<file path="src/rtl/v0_display_driver_pkg.sv">
// ============================================================================
// Module      : v0_display_driver_pkg
// Description : Shared constants for the $v0 7-segment display driver.
// Revision    : 1.0 - initial release
// ============================================================================
`default_nettype none

package v0_display_driver_pkg;

    localparam int NUM_DIGITS = 4;

    localparam logic [6:0] SEG_BLANK = 7'b1111111;

    // Active-low {a,b,c,d,e,f,g} patterns for hex digits 0..F
    localparam logic [6:0] SEG_HEX [0:15] = '{
        7'b0000001, 7'b1001111, 7'b0010010, 7'b0000110,
        7'b1001100, 7'b0100100, 7'b0100000, 7'b0001111,
        7'b0000000, 7'b0000100, 7'b0001000, 7'b1100000,
        7'b0110001, 7'b1000010, 7'b0110000, 7'b0111000
    };

endpackage

`default_nettype wire

</file>
<file path="src/rtl/v0_display_driver_hex_to_7seg.sv">
// ============================================================================
// Module      : hex_to_7seg
// Description : Combinational hex nibble to active-low 7-segment decoder.
// Revision    : 1.0 - initial release
// ============================================================================
`default_nettype none

module hex_to_7seg
    import v0_display_driver_pkg::*;
(
    input  logic [3:0] i_nibble,
    output logic [6:0] o_seg
);

    assign o_seg = SEG_HEX[i_nibble];

endmodule

`default_nettype wire

</file>
<file path="src/rtl/v0_display_driver.sv">
// ============================================================================
// Module      : v0_display_driver
// Description : Multiplexes a frame-snapshotted 32-bit value, one halfword
//               page at a time, onto a 4-digit common-anode display.
// Revision    : 1.0 - initial release
// ============================================================================
`default_nettype none

module v0_display_driver
    import v0_display_driver_pkg::*;
#(
    parameter int SCAN_DIV     = 50000,
    parameter int BLANK_CYCLES = 2,
    parameter int PAGE_FRAMES  = 500
) (
    input  logic        clk,
    input  logic        reset_in,
    input  logic [31:0] value_in,
    input  logic        hold_in,
    input  logic        auto_page_in,
    input  logic        manual_page_in,
    output logic [6:0]  seg_out,
    output logic [3:0]  digit_out,
    output logic        page_out
);

    localparam int c_SCAN_W  = $clog2(SCAN_DIV);
    localparam int c_FRAME_W = (PAGE_FRAMES > 1) ? $clog2(PAGE_FRAMES) : 1;

    localparam logic [c_SCAN_W-1:0]  c_SCAN_LAST  = c_SCAN_W'(SCAN_DIV - 1);
    localparam logic [c_SCAN_W-1:0]  c_BLANK      = c_SCAN_W'(BLANK_CYCLES);
    localparam logic [c_FRAME_W-1:0] c_FRAME_LAST = c_FRAME_W'(PAGE_FRAMES - 1);
    localparam logic [1:0]           c_LAST_DIGIT = 2'(NUM_DIGITS - 1);

    logic [c_SCAN_W-1:0]  r_scan_cnt;
    logic [1:0]           r_digit_idx;
    logic [c_FRAME_W-1:0] r_frame_cnt;
    logic                 r_page;
    logic [31:0]          r_snapshot;

    logic                 w_tick;
    logic                 w_frame_end;
    logic [3:0]           w_nibble;
    logic [6:0]           w_seg;

    assign w_tick      = (r_scan_cnt == c_SCAN_LAST);
    assign w_frame_end = w_tick && (r_digit_idx == c_LAST_DIGIT);
    assign w_nibble    = r_snapshot[{r_page, r_digit_idx, 2'b00} +: 4];

    hex_to_7seg u_hex_to_7seg (
        .i_nibble (w_nibble),
        .o_seg    (w_seg)
    );

    // Scan, page and snapshot state
    always_ff @(posedge clk) begin
        if (!reset_in) begin
            r_scan_cnt  <= '0;
            r_digit_idx <= '0;
            r_frame_cnt <= '0;
            r_page      <= 1'b0;
            r_snapshot  <= value_in;
        end else if (w_tick) begin
            r_scan_cnt  <= '0;
            r_digit_idx <= r_digit_idx + 2'd1;
            if (w_frame_end) begin
                if (!hold_in) begin
                    r_snapshot <= value_in;
                end
                if (auto_page_in) begin
                    if (r_frame_cnt == c_FRAME_LAST) begin
                        r_frame_cnt <= '0;
                        r_page      <= ~r_page;
                    end else begin
                        r_frame_cnt <= r_frame_cnt + 1'b1;
                    end
                end else begin
                    r_page      <= manual_page_in;
                    r_frame_cnt <= '0;
                end
            end
        end else begin
            r_scan_cnt <= r_scan_cnt + 1'b1;
        end
    end

    // Registered outputs lag the scan state by one cycle
    always_ff @(posedge clk) begin
        if (!reset_in) begin
            digit_out <= 4'b1111;
            seg_out   <= SEG_BLANK;
            page_out  <= 1'b0;
        end else begin
            digit_out <= (r_scan_cnt < c_BLANK) ? 4'b1111 : ~(4'b0001 << r_digit_idx);
            seg_out   <= w_seg;
            page_out  <= r_page;
        end
    end

endmodule

`default_nettype wire

</file>
<file path="config.mk">
export PLATFORM = sky130hd
export DESIGN_NAME = v0_display_driver
export DESIGN_NICKNAME = d
export VERILOG_FILES = /design/src/rtl/v0_display_driver_pkg.sv /design/src/rtl/v0_display_driver_hex_to_7seg.sv /design/src/rtl/v0_display_driver.sv
export SDC_FILE = /design/constraint.sdc
export NUM_CORES = 1
export LEC_CHECK = 0
export ABC_AREA = 1
export CAP_MARGIN = 0
export CORE_ASPECT_RATIO = 1.2
export CORE_MARGIN = 3
export CORE_UTILIZATION = 49
export DETAILED_ROUTE_END_ITERATION = 16
export PLACE_DENSITY = 0.85
export SLEW_MARGIN = 30
export SYNTH_ARGS = -nofsm -noshare
export SYNTH_HDL_FRONTEND = slang
export SYNTH_SLANG_ARGS = --single-unit
</file>
<file path="constraint.sdc">
create_clock -name clk -period 3.11 [get_ports clk]
set_clock_uncertainty 0.1 [all_clocks]
set_input_delay 0.4665 -clock clk [delete_from_list [all_inputs] [get_ports clk]]
set_output_delay 0.4665 -clock clk [all_outputs]
set_load 0.005 [all_outputs]
</file>
### Word-level counts from Yosys, hierarchy flattened

Memory sizes are Yosys's and may differ from the RTL's. A register that Yosys moved wholly into a read port is not among the register bits.
Index checks and enable logic that the tools add are counted.

| storage, ports and cells | value |
|---|---|
| bits in registers | 65 |
| bits in read-only memories | 112 |
| bits of input ports | 37 |
| output and inout bits | 12 |
| memories | 1 |

Memory list:

| name | depth | bits a word | rd ports | clocked after memory_dff | write ports | RTL line | text |
|---|---|---|---|---|---|---|---|
| (no name shown) | 16 | 7 | 1 | 1 | 0 | v0_display_driver_hex_to_7seg.sv:15 | `assign o_seg = SEG_HEX[i_nibble];` |

| cells by class | value |
|---|---|
| add/subtract/negate cells | 3 |
| $lt $le $gt $ge | 1 |
| equality and inequality tests | 7 |
| shift operators | 2 |
| mux-type cells | 8 |
| bitwise gates (word level) | 4 |
| reduce and logical (&&, ||, !) cells | 7 |

Operators with widths:

| cell | count |
|---|---|
| $mux W32 | 4 |
| $shiftx A32 B6 Y4 | 1 |
| $mux W9 | 2 |
| $add A16 B1 Y16 const B | 1 |
| $eq A16 B16 Y1 const B | 1 |
| $lt A16 B2 Y1 const B | 1 |
| $add A9 B1 Y9 const B | 1 |
| $eq A9 B9 Y1 const B | 1 |
| $ne A2 B1 Y1 const B | 3 |
| $reduce_and A3 Y1 | 2 |
| $not A4 Y5 | 1 |
| $not A4 Y4 | 1 |
| $reduce_or A2 Y1 | 2 |
| $shl A1 B2 Y4 const A | 1 |
| $add A2 B1 Y2 const B | 1 |
| $eq A2 B2 Y1 const B | 1 |
| $mux W1 | 2 |
| $ne A2 B2 Y1 const B | 1 |
| $not A1 Y1 | 2 |
| $reduce_and A2 Y1 | 1 |
| $logic_and A1 B1 Y1 | 1 |
| $logic_not A1 Y1 | 1 |

### Longest topological paths before layout

Gate-level depths: netlist (run 1).

| logic depth | value |
|---|---|
| depth in word-level cells | 5 |
| mapped depth | 13 |
| gate-level depth less buffers | 11 |

### Modules after synthesis

A second synthesis (run 1) with hierarchy kept.

| unflattened totals | value |
|---|---|
| cells, all modules | 407 |
| area, all modules | 3410.8 µm² |

Modules (own cells, without submodules):

| module | times used | cells an instance | area each (µm²) | seq. area each (µm²) |
|---|---|---|---|---|
| v0_display_driver | 1 | 358 | 3136.8 | 1761.7 |
| hex_to_7seg | 1 | 49 | 274.0 | 0.0 |

### Least setup slack after synthesis (run 1)

OpenSTA, ideal clock, no wires.

| timing | value |
|---|---|
| path kind | flip-flop to flip-flop |
| start point | register r_scan_cnt[0] |
| end point | register r_snapshot[0] (enable) |
| setup time | 425 ps |
| arrival | 2471 ps |
| setup slack | 114 ps |
| cell stages (with the launch flop) | 8 |
| period minus slack after synthesis | 2996 ps |
| path through | dfxtp_1 > ha_1 > nand2_2 > nor2_4 > inv_2 > nor2_4 > nand3_4 > o21ai_1 |

| between the ends | value |
|---|---|
| longest elaborated chain between the ends | 4 |
| elaborated cells between the ends (all ways) | 5 |
| those cells by class | eq/ne (3); reduce/logical (2) |

Ends and longest elaborated chain:

| item | RTL line | text |
|---|---|---|
| from (decl) | v0_display_driver.sv:35 | `logic [c_SCAN_W-1:0] r_scan_cnt;` |
| from (signal assigned) | v0_display_driver.sv:83 | `r_scan_cnt <= r_scan_cnt + 1'b1;` |
| $eq A16 B16 Y1 * | v0_display_driver.sv:46 | `assign w_tick = (r_scan_cnt == c_SCAN_LAST);` |
| $logic_and A1 B1 Y1 | v0_display_driver.sv:47 | `assign w_frame_end = w_tick && (r_digit_idx == c_LAST_DIGIT);` |
| $ne A2 B1 Y1 (no line) | n/a |  |
| $reduce_and A3 Y1 (no line) * | n/a |  |
| to (signal assigned) | v0_display_driver.sv:62 | `r_snapshot <= value_in;` |
| to (signal assigned) | v0_display_driver.sv:68 | `r_snapshot <= value_in;` |
| to (decl) | v0_display_driver.sv:39 | `logic [31:0] r_snapshot;` |

Mark *: on every way between the ends. The rest lies on a longest branch, timed or not.
A chain may end at the register's enable or synchronous reset.

### Final worst setup path (run 1)

| timing | value |
|---|---|
| start point | register r_digit_idx[0] |
| end point | register seg_out[1] |

| between the ends | value |
|---|---|
| longest elaborated chain between the ends | 2 |

Ends and longest elaborated chain:

| item | RTL line | text |
|---|---|---|
| from (decl) | v0_display_driver.sv:36 | `logic [1:0] r_digit_idx;` |
| from (signal assigned) | v0_display_driver.sv:65 | `r_digit_idx <= r_digit_idx + 2'd1;` |
| $shiftx A32 B6 Y4 | v0_display_driver.sv:48 | `assign w_nibble = r_snapshot[{r_page, r_digit_idx, 2'b00} +: 4];` |
| $not A4 Y5 (not written as such) | v0_display_driver_hex_to_7seg.sv:15 |  |
| to (decl) | v0_display_driver.sv:22 | `output logic [6:0] seg_out,` |

No other way between the ends.

==> results of run 1 <==
final timing paths:
| check | start | to | slack (ns) | cells past startpoint |
|---|---|---|---|---|
| worst min-delay path | r_scan_cnt[0] | r_scan_cnt[0] | 0.37 | 1 |
| worst max register to register | r_digit_idx[0] | seg_out[1] | 0.70 | 10 |
| worst min register to register | r_scan_cnt[0] | r_scan_cnt[0] | 0.37 | 1 |
| worst max-delay path | r_digit_idx[0] | seg_out[1] | 0.70 | 10 |
power by group through the flow:
| stage | Sequential (W) | Combinational, W | Clock [W] |
|---|---|---|---|
| 2_1_floorplan | 0.00106 | 0.0000620 | 0 |
| 3_3_place_gp | 0.00106 | 0.000138 | 0 |
| 3_5_place_dp | 0.00106 | 0.000142 | 0 |
| 4_1_cts | 0.00104 | 0.000143 | 0.000713 |
| 5_1_grt | 0.00104 | 0.000158 | 0.000752 |
| 6_report | 0.00104 | 0.000143 | 0.000695 |
flip-flops by register name, indices dropped and copies added (netlist names):
name	cells
r_snapshot	32
r_scan_cnt	16
r_frame_cnt	9
seg_out	7
digit_out	4
r_digit_idx	2
page_out	1
r_page	1
cell type report:
| cell class | instances | area, um^2 | share of cell area (%) |
|---|---|---|---|
| Inverter | 54 | 206 | 4.89 |
| Multi-Input combinational cell | 288 | 1470 | 34.8 |
| Clock buffer | 10 | 128 | 3.02 |
| Clock inverter | 6 | 60.1 | 1.42 |
| Timing Repair Buffer | 49 | 488 | 11.6 |
| Sequential cell | 72 | 1760 | 41.7 |
| Tap cell | 87 | 109 | 2.58 |
logic make-up after synthesis:
| family | after synthesis | synth area share (%) |
|---|---|---|
| buffers and inverters | 61 | 7.46 |
| and+or+nand+nor | 233 | 30.9 |
| adders and majority gates | 12 | 4.30 |
| AOI/OAI and AO/OA | 39 | 5.85 |
| DFF | 72 | 50.5 |
| xor gates and xnor gates | 4 | 1.00 |
layer usage:
metal / GRT usage, % / up-vias
met5: 0 / -
met4: 10.2 / 0
met3: 5.10 / 12
met2: 29.9 / 90
met1: 20.6 / 1291
li1: - / 1465
placed cells by master (no fill, tap or decap), types with 5 or more instances in the layout:
cell and count:
dfxtp_1 40, ha_1 12, inv_2 7, nand4_1 5
edfxtp_1 32, o21ai_1 14, nand3_1 41, clkbuf_8 9
nor2_1 52, nand2_1 104, nand2_2 7, a21oi_1 17
clkdlybuf4s50_1 48, inv_1 44
metrics by stage:
stage | instance area (um^2) | hold WS (ns)
after floorplan | 3490 | 0.329
after global placement | 4040 | 0.338
after detailed placement | 4040 | 0.348
after CTS | 4220 | 0.368
after global routing | 4220 | 0.382
final | 4220 | 0.366
worst max-delay path, cell delays in order, from the launching register on:
cell	delay, ns
dfxtp_1	0.75
nand2_1	0.12
nand3_1	0.11
nand2_1	0.06
o21ai_1	0.37
inv_1	0.16
ha_1	0.28
nand3_1	0.13
nor2_1	0.07
nor2_1	0.09
nand2_1	0.06
==> run metrics, run 1 <==
Static Leak=1.70 nW; number of failing hold endpoints at the final stage=0; relative slew slack=55.4%; Post-Syn Area per Cell=8.29 um^2; horizontal die dimension=83.0 um; wire length the detailed router placed on met1=just under 3000 um; count of nets after finishing=~520; pre-CTS setup slack=0.738 ns; Highest Clock Rate=415 MHz; post-synthesis register bit count=72; ratio of routed vias to standard cells=5.05; unrepaired setup endpoints after global routing=no; Net Sw Power=roughly 0.00041 W; most instantiated flip-flop cell in the synthesis netlist=dfxtp_1; Resize count post-CTS=0; CP Capture Type=flip-flop; Max Used Layer=met4; switching share of total power=21.7%; actual transition at the worst max-transition pin=0.669 ns; drt drc=0; count of inserted antenna diode cells=0; top-count cell post-synth=nand2_1; fillers=580; total nets after synthesis=470; power per standard cell area=444 nW/um^2; Yosys top cell by area=edfxtp_1; remaining global-route overflow=0; Worst EP required=between 3 and 4 ns; die footprint=8170 um^2; Fin Setup TNS=0 ns; result of the run=finished, final reports clean; final total power=0.00188 W; total number of vias=2858; netlist area before placement=3490 um^2; Antenna Nets Post-Route=0; starting utilization of the core area=50.9%; overall fraction of global-route tracks in use=17.9%; area share of the largest cell type after synthesis=27.5%; Final Max Tran Viols=0; final weighted congestion in routability-driven placement=0.874; TritonCTS clock tree=done; maximum buffer depth of the clock tree=2; share of final-layout standard cells stronger than drive strength 1=10.0%; first-pass GRT wire length=approximately 12000 um; critical path peak fanout=19; worst path setup slack after routing=roughly 0.7 ns; final critical-path share of the clock period=77.6%; part of the Yosys area used for sequential elements=between 50% and 60%; post-synthesis instance total=421; drt pass-1 iters=5; depth of the CTS H-tree=3; count of flip-flops with a built-in enable after synthesis=32; Core Area=6850 um^2; total clock sinks=72; endpoints failing setup=0; Total Routed Length=6910 um; share of the core filled with cells=61.6%; Yosys Warn Count=0; CTS Hold Buffers Added=0; detail-routed net length per standard cell=12.2 um; Final Instance Count excl. Fillers=around 570; number of CTS-inserted buffers=9; maximum number of pins on one net before global-route repair=33; Synth area leaders=edfxtp_1 (28%), dfxtp_1 (23%), nand2_1 (11%); Boundary Pins=between 40 and 50; vias in the first global route=2953; minimum clock period=2.41 ns; Row Count=33; met3 wire len=337 um; number of placed instances, taps included=550; number of buffers added for setup after CTS=0; top cells by count, synth=nand2_1 (104), nor2_1 (52), inv_1 (44); iteration-0 DRC count of the detailed router=about 240; peak supply drop=0.400 mV; design internal power=roughly 0.0015 W; die outline height=98.4 um; number of unique standard cell types used by synthesis=37; clock insertion delay at the later pin of the skew report=0.34 ns; initial antenna violation count=0; Worst Hold Class=flip-flop to flip-flop; share of power burned in registers=55.3%; routed length on met2=between 3000 and 4000 um; growth of design area from synthesis to finish=21.1%; Clk Tree Root Cell=clkbuf_8; clock share of power=37.0%; max_cap viols=0; count of buffers inserted at the top-level ports=48; clock transition time at the flip-flop clock pins of the worst setup and hold paths=0.08 ns; Worst Path Arrival=2.54 ns; Logic pwr share=7.6%; share of flip-flops with an asynchronous set or reset after synthesis=0%; CP startpoint kind=flip-flop; estimated wirelength of the detail-placed design=between 5000 and 6000 um; WS Path Type=flip-flop to flip-flop
(Power assumes the default switching activity.)
==> run 2: changes to the inputs <==
==> constraint.sdc (replaced) <==
create_clock -name clk -period 2 [get_ports clk]
set_clock_uncertainty 0.1 [all_clocks]
set_input_delay 0.3 -clock clk [delete_from_list [all_inputs] [get_ports clk]]
set_output_delay 0.3 -clock clk [all_outputs]
set_load 0.005 [all_outputs]
==> run 2 against run 1 <==
Worst hold slack better by 0.0076 ns. Setup slack lost 0.55 ns. Sequential power is 56% higher. Largest power group unchanged. Largest cell class unchanged. Sequential share of layout area down 1.0 points. Final area rose by 2.7%. Core utilization is 1.7 points higher.
==> run metrics, run 2 (synthesis results as in run 1) <==
number of buffers added for setup after CTS=0 (unchanged); Final Max Tran Viols=0 (unchanged); Static Leak=1.75 nW (+3.3%); cell with the biggest individual delay on the critical path=dfxtp_2; number of stages on the worst hold path=1 (unchanged); Final Instance Count excl. Fillers=573 (+1.2%); instance area after placement=4140 um^2 (+2.6%); result of the run=finished, final reports clean; die footprint=8170 um^2 (unchanged); drt drc=0 (unchanged); Largest register FFs=32 (unchanged); post-route worst hold slack=0.373 ns (+0.00757 ns); number of failing hold endpoints at the final stage=0 (unchanged); top library cells by usage in the layout, fill and taps aside=nand2_1 (103), nor2_1 (52), clkdlybuf4s50_1 (48); clock share of power=37.0% (about the same); Sequential Area=1770 um^2 (+0.21%); setup slack of the most critical reg-to-reg path=0.14 ns (-0.55 ns); most used cell along the critical path=nor2_4; post-layout instance area=4340 um^2 (+2.7%); endpoints failing setup=0 (unchanged); pre-CTS setup slack=0.0680 ns (-0.670 ns); unrepaired setup endpoints after global routing=no; number of cells on the worst reg-to-reg path=8 (-2); Clk Tree Root Cell=clkbuf_8; Buf/Inv on CP=2 (+1); remaining global-route overflow=0 (unchanged); power per standard cell area=678 nW/um^2 (+53%); minimum clock period=1.86 ns (-0.555 ns); count of buffers inserted at the top-level ports=48 (unchanged); area occupied by multi-input gates=1500 um^2 (+2.1%); CP Capture Type=flip-flop; Worst Hold Class=flip-flop to flip-flop; Highest Clock Rate=539 MHz (+30%); horizontal die dimension=83.0 um (unchanged); initial antenna violation count=0 (unchanged); fillers=587 (+1.2%); WS Path Type=flip-flop to flip-flop; actual transition at the worst max-transition pin=0.352 ns (-0.316 ns); met3 track demand over resource=4.26% (-0.84 points); global routing met1 resource utilization=21.2% (+0.53 points); delay of the slowest cell on the worst path=0.39 ns (-0.36 ns); first-pass GRT wire length=11800 um (-2.9%); cell-by-cell trace of the critical path=ha_4 > nand2_4 > nor2_4 > inv_2 > nor2_4 > nand3_4 > o21ai_4 > buf_12; count of inserted antenna diode cells=0 (unchanged); growth of design area from synthesis to finish=24.4%; estimated wirelength of the detail-placed design=5180 um (+0.70%); number of CTS-inserted buffers=9 (unchanged); count of nets after finishing=530 (+1.3%); Logic pwr share=8.0% (+0.4 points); number of placed instances, taps included=557 (+1.3%); vias in the first global route=2770 (-6.2%); Row Count=33 (unchanged); clock insertion delay at the later pin of the skew report=0.34 ns (about the same); max_cap viols=0 (unchanged); TritonCTS clock tree=done; total clock sinks=72 (unchanged); largest registers=r_snapshot (32), r_scan_cnt (16), r_frame_cnt (9); Antenna Nets Post-Route=0 (unchanged); GR Util met2=30.1% (+0.25 points); die outline height=98.4 um (unchanged); maximum buffer depth of the clock tree=2 (unchanged); critical path peak fanout=32 (+13); starting utilization of the core area=50.9% (unchanged); overall fraction of global-route tracks in use=17.6% (-0.27 points); total number of vias=2919 (+2.1%); drt pass-1 iters=5 (unchanged); depth of the CTS H-tree=3 (unchanged); Worst path depth=8 (-2); Worst EP required=1.94 ns (-1.30 ns); design internal power=0.00220 W (+50%); ratio of routed vias to standard cells=5.09 (+0.89%); maximum number of pins on one net before global-route repair=33 (unchanged); share of power burned in registers=55.0% (-0.3 points); iteration-0 DRC count of the detailed router=121 (-49%); Total Routed Length=6960 um (+0.67%); switching share of total power=25.1% (+3.4 points); top register by number of flip-flops=r_snapshot; most common library cell in the layout ignoring fill and taps=nand2_1; final weighted congestion in routability-driven placement=0.891 (+2.0%); worst path setup slack after routing=0.143 ns (-0.555 ns); peak supply drop=0.472 mV (+18%); Core Area=6850 um^2 (unchanged); final critical-path share of the clock period=92.8% (+15 points); share of the core filled with cells=63.3% (+1.7 points); CP delay by family, top=simple AND/OR/NAND/NOR gates; Worst Path Arrival=1.80 ns (-0.74 ns); relative slew slack=76.3% (+21 points); detail-routed net length per standard cell=12.1 um (-0.56%); CP startpoint kind=flip-flop; clock transition time at the flip-flop clock pins of the worst setup and hold paths=0.08 ns (about the same); grt peak-use layer=met2; Boundary Pins=49 (unchanged); Net Sw Power=0.000738 W (+82%); share of final-layout standard cells stronger than drive strength 1=13.0% (+2.9 points)
-- run 2: layer usage --
metal	routed length (um)	vias to the layer above
met5	0	-
met4	121	0
met3	344	9
met2	3500	77
met1	2990	1353
li1	-	1480
-- run 2: repair_timing --
| item | 4_1_cts | 5_1_grt |
|---|---|---|
| resized for setup | 0 | 4 |
| hold buffers | 0 | 0 |
| setup endpoints to repair | 0 | 5 |
-- run 2: through the flow --
step	TNS, ns	total power [W]
CTS	0	0.00297
floorplan	-1.07	0.00175
finish	0	0.00294
global placement	0	0.00188
detailed placement	0	0.00188
global route	0	0.00305
-- run 2: final cells by class --
class,count,share of cell area (%)
clock buffer,9,2.86
clock inverter,7,1.47
inverter,54,4.82
multi-input combinational,288,34.6
sequential,72,40.7
tap,87,2.51
timing repair buffer,56,13.0
-- run 2: power groups by stage --
| stage | Clock, W | Combinational [W] | Sequential [W] |
|---|---|---|---|
| 5_1_grt | 0.00117 | 0.000261 | 0.00162 |
| 6_report | 0.00109 | 0.000235 | 0.00162 |
| 4_1_cts | 0.00111 | 0.000236 | 0.00162 |
| 2_1_floorplan | 0 | 0.0000998 | 0.00165 |
| 3_5_place_dp | 0 | 0.000234 | 0.00165 |
| 3_3_place_gp | 0 | 0.000228 | 0.00165 |
-- run 2: final timing paths --
check,endpoint,from
setup reg to reg,r_snapshot[3],r_scan_cnt[1]
hold / removal,r_scan_cnt[0],r_scan_cnt[0]
setup / recovery,r_snapshot[3],r_scan_cnt[1]
hold reg to reg,r_scan_cnt[0],r_scan_cnt[0]
